$ cat src/rtl/ysyx_040750_ex_mem_reg.sv
// EX/MEM pipeline register: captures the ALU result and presents it to MEM with a valid/ready handshake.
// Latency 1 cycle (in_fire at edge N -> head valid in cycle N+1); throughput 1 entry/cycle while MEM is ready.
// Backpressure: the default build holds one entry, ready = ~O_valid | I_MEM_ready. With
// YSYX_040750_EXMEM_SKID_EN defined it holds two entries (EMPTY/ONE/FULL) and ready is registered (state != FULL).
module ysyx_040750_ex_mem_reg (
  input  logic        I_sys_clk,
  input  logic        I_rst,
  input  logic        I_flush,
  input  logic        I_ex_valid,
  input  logic [63:0] I_result,
  input  logic        I_result_valid,
  input  logic [4:0]  I_rd,
  input  logic        I_rd_wen,
  input  logic        I_mem_ren,
  input  logic        I_mem_wen,
  input  logic [2:0]  I_mem_size,
  input  logic [63:0] I_store_data,
  input  logic [63:0] I_pc,
  output logic        O_EX_MEM_ready,
  output logic        O_valid,
  input  logic        I_MEM_ready,
  output logic [63:0] O_result,
  output logic [4:0]  O_rd,
  output logic        O_rd_wen,
  output logic        O_mem_ren,
  output logic        O_mem_wen,
  output logic [2:0]  O_mem_size,
  output logic [63:0] O_store_data,
  output logic [63:0] O_pc,
  output logic        O_fwd_valid,
  output logic [4:0]  O_fwd_rd,
  output logic [63:0] O_fwd_data,
  output logic        O_load_hazard
);

  typedef struct packed {
    logic [63:0] result;
    logic [4:0]  rd;
    logic        rd_wen;
    logic        mem_ren;
    logic        mem_wen;
    logic [2:0]  mem_size;
    logic [63:0] store_data;
    logic [63:0] pc;
  } entry_t;

  entry_t in_ent;
  entry_t head_q;
  logic   in_fire;
  logic   out_fire;

  // Assemble the incoming entry; a write to x0 is dropped at capture so it is never forwarded or written.
  always_comb begin
    in_ent            = '0;
    in_ent.result     = I_result;
    in_ent.rd         = I_rd;
    in_ent.rd_wen     = I_rd_wen & (I_rd != 5'd0);
    in_ent.mem_ren    = I_mem_ren;
    in_ent.mem_wen    = I_mem_wen;
    in_ent.mem_size   = I_mem_size;
    in_ent.store_data = I_store_data;
    in_ent.pc         = I_pc;
  end

  assign in_fire  = I_ex_valid & I_result_valid & O_EX_MEM_ready & ~I_flush;
  assign out_fire = O_valid & I_MEM_ready;

`ifdef YSYX_040750_EXMEM_SKID_EN
  typedef enum logic [1:0] {EMPTY, ONE, FULL} state_t;

  state_t state_q;
  state_t state_d;
  entry_t skid_q;
  logic   load_head;
  logic   load_skid;
  logic   head_from_skid;

  assign O_valid        = (state_q != EMPTY);
  assign O_EX_MEM_ready = (state_q != FULL);

  // Occupancy state register.
  always_ff @(posedge I_sys_clk) begin
    if (I_rst) state_q <= EMPTY;
    else       state_q <= state_d;
  end

  // Next occupancy and slot-load controls; flush empties the buffer and ignores MEM that cycle.
  always_comb begin
    state_d        = state_q;
    load_head      = 1'b0;
    load_skid      = 1'b0;
    head_from_skid = 1'b0;
    if (I_flush) begin
      state_d = EMPTY;
    end else begin
      case (state_q)
        EMPTY: begin
          if (in_fire) begin
            state_d   = ONE;
            load_head = 1'b1;
          end
        end
        ONE: begin
          if (in_fire && out_fire) begin
            load_head = 1'b1;
          end else if (in_fire) begin
            state_d   = FULL;
            load_skid = 1'b1;
          end else if (out_fire) begin
            state_d = EMPTY;
          end
        end
        FULL: begin
          if (out_fire) begin
            state_d        = ONE;
            head_from_skid = 1'b1;
          end
        end
        default: state_d = EMPTY;
      endcase
    end
  end

  // Head and skid slots; each entry is written once and then held unchanged until it leaves.
  always_ff @(posedge I_sys_clk) begin
    if (I_rst) begin
      head_q <= '0;
      skid_q <= '0;
    end else begin
      if (load_head)           head_q <= in_ent;
      else if (head_from_skid) head_q <= skid_q;
      if (load_skid)           skid_q <= in_ent;
    end
  end
`else
  logic valid_q;

  assign O_valid        = valid_q;
  assign O_EX_MEM_ready = ~valid_q | I_MEM_ready;

  // Single-entry occupancy: flush wins, then capture, then drain.
  always_ff @(posedge I_sys_clk) begin
    if (I_rst)         valid_q <= 1'b0;
    else if (I_flush)  valid_q <= 1'b0;
    else if (in_fire)  valid_q <= 1'b1;
    else if (out_fire) valid_q <= 1'b0;
  end

  // Head entry is replaced only on capture.
  always_ff @(posedge I_sys_clk) begin
    if (I_rst)        head_q <= '0;
    else if (in_fire) head_q <= in_ent;
  end
`endif

  assign O_result      = head_q.result;
  assign O_rd          = head_q.rd;
  assign O_rd_wen      = head_q.rd_wen;
  assign O_mem_ren     = head_q.mem_ren;
  assign O_mem_wen     = head_q.mem_wen;
  assign O_mem_size    = head_q.mem_size;
  assign O_store_data  = head_q.store_data;
  assign O_pc          = head_q.pc;
  assign O_fwd_valid   = O_valid & head_q.rd_wen & ~head_q.mem_ren;
  assign O_fwd_rd      = head_q.rd;
  assign O_fwd_data    = head_q.result;
  assign O_load_hazard = O_valid & head_q.mem_ren & head_q.rd_wen;

endmodule

$ cat config.mk
export PLATFORM = sky130hd
export DESIGN_NAME = ysyx_040750_ex_mem_reg
export DESIGN_NICKNAME = d
export VERILOG_FILES = /design/src/rtl/ysyx_040750_ex_mem_reg.sv
export SDC_FILE = /design/constraint.sdc
export NUM_CORES = 1
export LEC_CHECK = 0
export BUFFER_PORTS_ARGS = -buffer_cell sky130_fd_sc_hd__buf_2
export CAP_MARGIN = 5
export CORE_AREA = 2 2 186 188
export DETAILED_ROUTE_END_ITERATION = 10
export DIE_AREA = 0 0 188 190
export PLACE_DENSITY = 0.55
export SYNTH_ARGS = -nofsm -noshare
export SYNTH_HDL_FRONTEND = slang
export SYNTH_SLANG_ARGS = --single-unit
$ cat constraint.sdc
create_clock -name I_sys_clk -period 3.5 [get_ports I_sys_clk]
set_input_delay 0.175 -clock I_sys_clk [delete_from_list [all_inputs] [get_ports I_sys_clk]]
set_output_delay 0.175 -clock I_sys_clk [all_outputs]
set_load 0.05 [all_outputs]
Word-level counts from Yosys, hierarchy flattened. Index checks and enable logic that the tools add are counted.

RAM bits: 0. Bits in read-only memories: 0. Output and inout port bits: 276. Latch bits: 0. Memories: 0. Flip-flop bits (word level): 204.

Magnitude comparators: 0. $add $sub $neg: 0. Divide/modulo/power cells: 0. Reductions and logical operators: 3. Equal/unequal tests: 0. Multiplexer cells: 2. Multiply operators: 0. Bitwise operators: 13. Shifts and indexed selects: 0.

Operators with widths (number): bitwise AND 1 bit (9); nonzero test 5 bit (1); inverter 1 bit (3); two-way mux 1 bit (2); nonzero test 2 bit (1); OR reduction 2 bit (1); bitwise OR 1 bit (1).

Logic depth before layout (Yosys ltp). Gate-level depths: netlist of the first run.

Depth in word-level cells: 5. Gate-level depth with buffers: 6.

Least setup slack after synthesis of the first run. No wires, ideal clock.

Kind: register to output. Start: register valid_q (netlist: O_valid). End: output O_EX_MEM_ready. Required time: 3.325 ns. Path slack: 1.697 ns. Data arrival time: 1.628 ns. Cell stages (with the launch flop): 6. Cells stage by stage: dfxtp_1 nor2b_4 buf_6 buf_6 clkbuf_1 inv_1.

Word-level cells in the longest chain between the ends: 2.

RTL lines: start, declared (line 136) `logic valid_q;`; start signal, assigned (line 143) `if (I_rst) valid_q <= 1'b0;`; start signal, assigned (line 144) `else if (I_flush) valid_q <= 1'b0;`; start signal, assigned (line 145) `else if (in_fire) valid_q <= 1'b1;`; inverter 1 bit (line 139) `assign O_EX_MEM_ready = ~valid_q | I_MEM_ready;`; bitwise OR 1 bit (line 139); end, declared (line 19) `output logic O_EX_MEM_ready,`.

No other way between the ends.

Worst setup path after layout of the first run.
Start: input I_flush. End: register head_q (netlist bit O_pc[3]).

Word-level cells in the longest chain between the ends: 2.

RTL lines: start, declared (line 8) `input logic I_flush,`; inverter 1 bit (line 65) `assign in_fire = I_ex_valid & I_result_valid & O_EX_MEM_ready & ~I_flush;`; bitwise AND 1 bit (line 65); end signal, assigned (line 152) `else if (in_fire) head_q <= in_ent;`; end, declared (line 48) `entry_t head_q;`.

No other way between the ends. A chain may end at the register's enable or synchronous reset.

==> results_dict.tcl, run 1 <==
set metrics [dict create \
    first_pass_iters 6 \
    skew_ns 0.0125 \
    htree_levels 1 \
    critPathLaunchType "input port" \
    timing.rr.start "O_valid" \
    mostFrequentLayoutCell "buf_2" \
    grt_max_degree 139 \
    grt_first_pass_wirelength_um 45400 \
    p_leak_nw 6.32 \
    fmax_ghz 0.371 \
    cp_max_fo 83 \
    post_drt_via_cell_ratio 4.60 \
    diodes 0 \
    rsz0062_at_grt "no" \
    drv_cap 0 \
    crit_path_frequent_cell "dlygate4sd3_1" \
    hold_viol 0 \
    fin_crit_sh_pct 77.0 \
    dp_slack_ns 1.31 \
    status "finished clean" \
    critPathLaunch "I_flush" \
    yosysWarnings 0 \
    initial_core_util_pct 26.7 \
    final_nets 1780 \
    cts_tree "done" \
    hold_path.class "in2reg" \
    vias 9409 \
    ir_drop_mv 0.311 \
    avgSynthCellArea_um2 9.01 \
    routed_wl_um 29900 \
    clk_latency_ns 0.52 \
    arrival_ns 3.15 \
    post-route-min-period_ns 2.70 \
    synth-xor-area-share_pct 0 \
    synthCells 1005 \
    cts_root_buf "clkbuf_16" \
    r2r_slack_ns 1.32 \
    syn-cell-area_mm2 0.00905 \
    yosys-mux-area-fraction_pct 0 \
    drive_above_1_share_pct 34.0 \
    seq_area_frac_synth_pct 45.1 \
    synth_area_leaders "dfxtp_1 (45%), or3b_1 (20%), a21oi_1 (11%), o21ai_0 (11%), buf_4 (5.7%)" \
    synth.largest_area_cell "dfxtp_1" \
    die_y_um 190 \
    cp.required_ns 3.95 \
    wire_per_inst_um 14.6 \
    die_w_um 188 \
    area_delta_synth_final_pct 56.5 \
    cts_setup_buffers 0 \
    cts_made_buffers 25 \
    powerDensity_mw_per_mm2 421 \
    p_total_w 0.00597 \
    worstSetupPathType "in2reg" \
    yosysTopAreaCellShare_pct 45.1 \
    synthSimpleGateAreaFrac_pct 20.4 \
    fin_ws_ns 0.804 \
    antenna_found_initial 1 \
    gp_congestion 0.781 \
    hpwl_um 18400 \
    crit_slowest_cell "nand3b_4" \
    ys_ff_latch 204 \
    grt_pass1_vias 8670 \
    grtUsageTotal_pct 15.4 \
    worstMarginPinSlew_ns 0.895 \
    dieArea_mm2 0.0357 \
    layout_common_cells "buf_2 (483), dlygate4sd3_1 (220), dfxtp_1 (204)" \
    initialDrtViolationCount 409 \
    cpPeakStageDelay_ns 0.72 \
    portBuffers 484 \
    ant_nets 0 \
    fin_tns_setup_ns 0 \
    synth_top_family_by_area "compound AO/OA/AOI/OAI gates" \
    slew_headroom_pct 40.3 \
    setup_violations 0 \
    synth_cell_types 20 \
    drv_slew 0 \
    synth_compound_area_share_pct 22.5 \
    clk_path_buf_depth 3 \
    synthAdderAreaFrac_pct 0 \
    drc 0 \
    synth_nets 1214 \
    cts.sinks 204 \
    fp.coreArea_mm2 0.0339 \
    ioPinCount 485 \
    clkTransAtPathRegs_ns 0.06 \
    grt_overflow 0 \
    cp_cell_sequence "dlygate4sd3_1, buf_2, nand3b_4, buf_12, or3b_1, a21oi_1, dlygate4sd3_1" \
    hold_start "I_rd[1]" \
    rows 68 \
    worstSetupEndpointType "flop" \
]
## cells by family after synthesis
| group | count (synthesis) |
|---|---|
| flops | 204 |
| buf+inv | 182 |
| compound gates | 407 |
| simple gates | 212 |
## state kept, by name (all words and copies together) (netlist names)
name and cells:
O_fwd_rd 5, O_mem_wen 1, O_pc 64, O_fwd_data 64, O_mem_size 3, O_valid 1, O_rd_wen 1, O_mem_ren 1
O_store_data 64
## layout make-up
cell class                 instances  area [µm²]
inverter                           1        3.75
clock buffer                      35         703
fill                            3314       19800
sequential                       204        4080
tap                              455         569
clock inverter                    10        78.8
timing repair buffer             720        4840
multi-input combinational        619        3890
## Yosys cell counts
cell type and count:
nor2b_4 1, or4_1 1, dfxtp_1 204, nor2_1 2
buf_2 8, o21ai_0 203, and3_1 1, clkbuf_1 88
buf_4 69, nor2b_1 1, inv_1 1, nand3b_4 1
buf_12 1, a21oi_1 203, nand2_1 1, nor3_1 1
o21ai_1 1, or4b_1 1, or3b_1 202, buf_6 15
## repair_timing
| action | CTS | global route |
|---|---|---|
| hold buffers | 220 | 0 |
| resized for setup | 0 | 0 |
| endpoints found under the hold margin | 201 | 0 |
## power by group
group          total (W)  switching (W)  internal [W]
Combinational    0.00103       0.000627      0.000404
Sequential       0.00244      0.0000430       0.00240
Clock            0.00249        0.00102       0.00147
## per-stage QoR
stage | hold slack (ns) | std cells | utilization [%] | area (µm²)
floorplan | 0.254 | 1005 | - | 9050
global placement | 0.424 | 1779 | 32.9 | 11200
detailed placement | 0.416 | 1779 | 32.9 | 11200
CTS | 0.0198 | 2044 | 41.7 | 14200
global route | 0.0425 | 2044 | 41.7 | 14200
finish | 0.0551 | 2044 | 41.7 | 14200
## final timing paths
path	endpoint	depth (start not counted)
max	O_pc[3]	7
max reg2reg	O_pc[3]	5
min	O_fwd_rd[1]	3
min reg2reg	O_pc[45]	2
## worst max-delay path: cells and delay by family
kind | cells | cell delay (ns)
AOI/OAI and AO/OA | 1 | 0.16
and+or+nand+nor | 2 | 1.09
buffers and inverters | 4 | 1.69
## routing by layer
metal,track usage (%),vias to the layer above,wire length [µm]
met3,3.28,51,2050
met2,27.6,355,14800
met1,18.2,4322,12300
met5,0,-,0
li1,-,4681,-
met4,5.03,0,748
No activity file was read; power rests on OpenSTA's default activity.
==> inputs of run 2 (changes only) <==
--- a/config.mk
+++ b/config.mk
@@ -5,12 +5,13 @@
 export SDC_FILE = /design/constraint.sdc
 export NUM_CORES = 1
 export LEC_CHECK = 0
+export ABC_AREA = 1
 export BUFFER_PORTS_ARGS = -buffer_cell sky130_fd_sc_hd__buf_2
 export CAP_MARGIN = 5
-export CORE_AREA = 2 2 186 188
+export CORE_AREA = 2 2 188 190
 export DETAILED_ROUTE_END_ITERATION = 10
-export DIE_AREA = 0 0 188 190
-export PLACE_DENSITY = 0.55
+export DIE_AREA = 0 0 190 192
+export PLACE_DENSITY = 0.49
 export SYNTH_ARGS = -nofsm -noshare
 export SYNTH_HDL_FRONTEND = slang
 export SYNTH_SLANG_ARGS = --single-unit
==> constraint.sdc (replaced) <==
create_clock -name I_sys_clk -period 2.6 [get_ports I_sys_clk]
set_input_delay 0.13 -clock I_sys_clk [delete_from_list [all_inputs] [get_ports I_sys_clk]]
set_output_delay 0.13 -clock I_sys_clk [all_outputs]
set_load 0.05 [all_outputs]
==> results_dict.tcl, run 2 <==
set metrics [dict create \
    syn-cell-area_mm2 0.00764 \
    drc 0 \
    intPower_w 0.00594 \
    swShare_pct 30.8 \
    synth_commonest_cells "nor2_1 (409), dfxtp_1 (204), o21ai_0 (202), buf_4 (78), clkbuf_1 (23)" \
    clk_path_buf_depth 3 \
    ioPinCount 485 \
    synth.largest_area_cell "dfxtp_1" \
    grtUsageTotal_pct 14.8 \
    avgSynthCellArea_um2 7.91 \
    seq_area_frac_synth_pct 53.5 \
    hold_viol 0 \
    holdWs_ns 0.0314 \
    synth_most_common_cell "nor2_1" \
    synth_area_leaders "dfxtp_1 (53%), nor2_1 (20%), o21ai_0 (13%), buf_4 (7.7%), buf_6 (1.8%)" \
    die_w_um 190 \
    initialDrtViolationCount 249 \
    arrival_ns 2.24 \
    synth_cell_types 18 \
    diodes 0 \
    ys.flop_type "dfxtp_1" \
    ys_ff_latch 204 \
    hpwl_um 19700 \
    worstSetupEndpointType "flop" \
    grt_first_pass_wirelength_um 43400 \
    pwr-share-clk_pct 39.3 \
    cts_made_buffers 25 \
    synth_nets 1175 \
    cts.sinks 204 \
    drive_above_1_share_pct 34.2 \
    status "finished clean" \
    critPathLaunchType "input port" \
    share_comb_of_total_power_pct 21.2 \
    slew_headroom_pct 64.6 \
    fmax_ghz 0.557 \
    clkTransAtPathRegs_ns 0.06 \
    synth_edf_count 0 \
    final_nets 1768 \
    p_total_w 0.00858 \
    area_delta_synth_final_pct 66.3 \
    fin_ws_ns 0.806 \
    dieArea_mm2 0.0365 \
    hold_path.class "in2reg" \
    portBuffers 484 \
    yosysWarnings 0 \
    grt_overflow 0 \
    power.switching_w 0.00264 \
    first_pass_iters 4 \
    drv_cap 0 \
    post-route-min-period_ns 1.79 \
    setup_violations 0 \
    initial_core_util_pct 22.3 \
    gp_congestion 0.780 \
    drv_slew 0 \
    grt_max_degree 104 \
    synthCells 966 \
    fp.coreArea_mm2 0.0343 \
    post_drt_via_cell_ratio 4.10 \
    fin_tns_setup_ns 0 \
    vias 8310 \
    layout_common_cells "buf_2 (484), nor2_1 (409), dfxtp_1 (204), dlygate4sd3_1 (204), o21ai_0 (202)" \
    stdcell_area_mm2 0.0127 \
    cts-resized-gates 0 \
    cp_max_fo 54 \
    rows 68 \
    routed_wl_um 29200 \
    rsz0062_at_grt "no" \
    seqPwrFrac_pct 39.5 \
    ant_nets 0 \
    p_leak_nw 6.12 \
    fin_crit_sh_pct 69.0 \
    mostFrequentLayoutCell "buf_2" \
    cts_root_buf "clkbuf_16" \
    wire_per_inst_um 14.4 \
    worstSetupPathType "in2reg" \
    antenna_found_initial 0 \
    dp_slack_ns 0.800 \
    grt_pass1_vias 8127 \
    worstMarginPinSlew_ns 0.531 \
    skew_ns 0.00731 \
    cts_tree "done" \
    htree_levels 1 \
    powerDensity_mw_per_mm2 675 \
    yosysTopAreaCellShare_pct 53.5 \
    clk_latency_ns 0.51 \
    die_y_um 192 \
    ir_drop_mv 0.517 \
    placed_cell_area_mm2 0.00986 \
    async_reset_ff_share_pct 0 \
    cp.required_ns 3.05 \
]
[run 2: cell types whose count changed in the layout (fill, tap and decap cells not counted), moves of 3 or more]
cell	previous run	this run
clkinv_2	8	2
clkbuf_8	4	7
buf_12	7	4
a21oi_1	203	1
or3b_1	202	0
nand2_1	1	5
nor2_1	2	409
dlygate4sd3_1	220	204
[run 2: path summary, 6_finish.rpt]
path	from	endpoint	slack, ns	depth (start not counted)
min reg2reg	O_store_data[28]	O_store_data[28]	0.47	2
max	I_flush	O_fwd_data[19]	0.81	8
max reg2reg	O_valid	O_fwd_data[19]	0.84	6
min	I_pc[27]	O_pc[27]	0.03	3
[run 2: timing repair]
action,in CTS,in global routing
endpoints found under the hold margin,203,0
hold buffers,204,0
buffers inserted,0,0
[run 2: area by class of cell]
class                           instances  area (µm²)
Multi-Input combinational cell        622        2620
Timing Repair Buffer                  701        4610
Fill cell                            3574       21600
Inverter                                5        26.3
Clock buffer                           38         744
Clock inverter                          4        48.8
Sequential cell                       204        4080
Tap cell                              455         569
[run 2: power groups by stage]
stage / clock network, W / logic (W) / registers (W)
after global placement: 0 / 0.00157 / 0.00345
after global routing: 0.00361 / 0.00194 / 0.00341
final: 0.00337 / 0.00182 / 0.00339
after floorplan: 0 / 0.000619 / 0.00401
after detailed placement: 0 / 0.00158 / 0.00345
after CTS: 0.00348 / 0.00182 / 0.00339
[run 2: routing by layer]
metal	part of all wire, %	global-route usage (%)	up-vias
met5	0	0	-
met4	1.7	3.58	0
met3	8.8	4.40	37
met2	49	26.5	325
met1	41	17.1	3769
li1	-	-	4179
[run 2: critical path: stages]
cell and delay (ns):
dlygate4sd3_1 0.54, buf_2 0.13, nor2_2 0.20, nand2_8 0.24, inv_6 0.36, buf_4 0.36
nor2_1 0.09, nor2_1 0.12
[run 2: metrics by stage]
step / utilization, % / instances
4_1_cts: 37.0 / 2029
5_1_grt: 37.0 / 2029
2_1_floorplan: - / 966
3_5_place_dp: 28.8 / 1783
3_3_place_gp: 28.8 / 1783
6_report: 37.0 / 2029
[run 2: cell families after synthesis]
kind of cell | share of synthesized area (%)
buffers and inverters | 12.4
AO/OA/AOI/OAI | 13.4
flip-flops | 53.5
AND/OR/NAND/NOR | 20.7
==> inputs of run 3 (changes only) <==
--- a/config.mk
+++ b/config.mk
@@ -11,7 +11,7 @@
 export CORE_AREA = 2 2 188 190
 export DETAILED_ROUTE_END_ITERATION = 10
 export DIE_AREA = 0 0 190 192
-export PLACE_DENSITY = 0.49
+export PLACE_DENSITY = 0.51
 export SYNTH_ARGS = -nofsm -noshare
 export SYNTH_HDL_FRONTEND = slang
 export SYNTH_SLANG_ARGS = --single-unit
==> constraint.sdc (replaced) <==
create_clock -name I_sys_clk -period 1.55 [get_ports I_sys_clk]
set_input_delay 0.0775 -clock I_sys_clk [delete_from_list [all_inputs] [get_ports I_sys_clk]]
set_output_delay 0.0775 -clock I_sys_clk [all_outputs]
set_load 0.05 [all_outputs]
==> results_dict.tcl, run 3 (synthesis gave the netlist of run 2 again) <==
set metrics [dict create \
    slew_headroom_pct 77.3 \
    hpwl_um 20300 \
    grtUsageTotal_pct 14.7 \
    arrival_ns 1.90 \
    gp_congestion 0.788 \
    hold_start "I_result_valid" \
    cts_root_buf "clkbuf_16" \
    r2r_slack_ns 0.07 \
    cts-resized-gates 0 \
    first_pass_iters 4 \
    stdcell_area_mm2 0.0129 \
    clk_latency_ns 0.53 \
    ir_drop_mv 0.762 \
    fin_tns_setup_ns 0 \
    post_drt_via_cell_ratio 4.09 \
    antenna_found_initial 0 \
    die_y_um 192 \
    grt-busiest-layer "met2" \
    mostFrequentLayoutCell "buf_2" \
    die_w_um 190 \
    final_nets 1779 \
    timing.rr.start "O_valid" \
    critPathLaunchType "flop" \
    ioPinCount 485 \
    holdWs_ns 0.149 \
    cts.sinks 204 \
    diodes 0 \
    ant_nets 0 \
    setup_violations 0 \
    rsz0062_at_grt "no" \
    n_fill_cell 3528 \
    grt_pass1_vias 7944 \
    clk_path_buf_depth 3 \
    powerDensity_mw_per_mm2 1140 \
    grt_max_degree 75 \
    cp.required_ns 1.97 \
    min_to "O_rd_wen" \
    drv_slew 0 \
    drive_above_1_share_pct 34.8 \
    cts_made_buffers 25 \
    wire_per_inst_um 14.3 \
    dieArea_mm2 0.0365 \
    hold_path.class "in2reg" \
    worstMarginPinSlew_ns 0.342 \
    p_leak_nw 6.24 \
    drc 0 \
    initialDrtViolationCount 272 \
    htree_levels 1 \
    dp_slack_ns 0.104 \
    fin_crit_sh_pct 95.6 \
    grt_first_pass_wirelength_um 43000 \
    portBuffers 484 \
    layout_common_cells "buf_2 (484), nor2_1 (409), dlygate4sd3_1 (207)" \
    clkTransAtPathRegs_ns 0.06 \
    grt_use_met2_pct 27.3 \
    multiInputGateArea_mm2 0.00262 \
    placed_cell_area_mm2 0.0100 \
    globalRouteMet1Util_pct 16.5 \
    drv_cap 0 \
    vias 8366 \
    initial_core_util_pct 22.3 \
    fp.coreArea_mm2 0.0343 \
    r2r_cells 5 \
    fin_ws_ns 0.0681 \
    skew_ns 0.00694 \
    timing.rr.end "O_rd_wen" \
    fmax_ghz 0.675 \
    status "finished clean" \
    post-route-min-period_ns 1.48 \
    hold_viol 0 \
    cp_max_fo 17 \
    rows 68 \
    worstSetupEndpointType "flop" \
    p_total_w 0.0148 \
    seq_area_mm2 0.00409 \
    routed_wl_um 29300 \
    met3_usage_pct 4.02 \
    cts_tree "done" \
    min_path_cells 7 \
    area_delta_synth_final_pct 69.3 \
    worstSetupPathType "reg2reg" \
    grt_overflow 0 \
]
## run 3: changes by cell type in the layout (fill, tap and decap cells not counted), sizes merged
| cell | delta |
|---|---|
| bufinv | +2 |
| dlygate4sd3 | +3 |
| clkbuf | -4 |
| clkinvlp | +1 |
| buf | +8 |
| clkinv | +2 |
| inv | +2 |
## run 3: metal layers
metal | vias to the layer above | share of wire [%]
li1 | 4213 | -
met1 | 3779 | 40
met2 | 339 | 50
met3 | 35 | 7.7
met4 | 0 | 2.7
met5 | - | 0
## run 3: timing repair
action,4_1_cts,5_1_grt
setup buffers,0,0
hold buffers,207,0
hold endpoints to repair,204,0
endpoints found under the setup margin,0,0
## run 3: layout make-up
class,instances,share of cell area [%]
clock buffers,34,5.49
multi-input cells,622,20.2
clock inverters,11,1.13
inverters,5,0.203
well taps,455,4.40
repair buffers,712,36.9
flip-flops and latches,204,31.6
## run 3: per-stage QoR
step / utilization, % / instances
after CTS: 37.7 / 2043
after detailed placement: 29.2 / 1791
after floorplan: - / 966
after global placement: 29.2 / 1791
final: 37.7 / 2043
after global routing: 37.7 / 2043
## run 3: where the power goes
part | switching, W | internal (W)
Combinational | 0.00206 | 0.00103
Sequential | 0.000167 | 0.00552
Clock | 0.00231 | 0.00371
## run 3: how the worst max path moves through the flow
stage	cells after the start	end	start	slack, ns
floorplan	7	O_fwd_data[0]	O_valid	0.02
global placement	6	O_pc[27]	O_valid	0.12
detailed placement	6	O_pc[27]	O_valid	0.10
CTS	5	O_rd_wen	O_valid	0.09
global route	5	O_rd_wen	O_valid	0.003
finish	5	O_rd_wen	O_valid	0.07
## run 3: worst max-delay path, stage by stage (launching register included)
cell	delay, ns
dfxtp_2	0.34
nand2_2	0.15
nand2_8	0.13
a21oi_1	0.15
dlygate4sd3_1	0.56
nor2_1	0.04
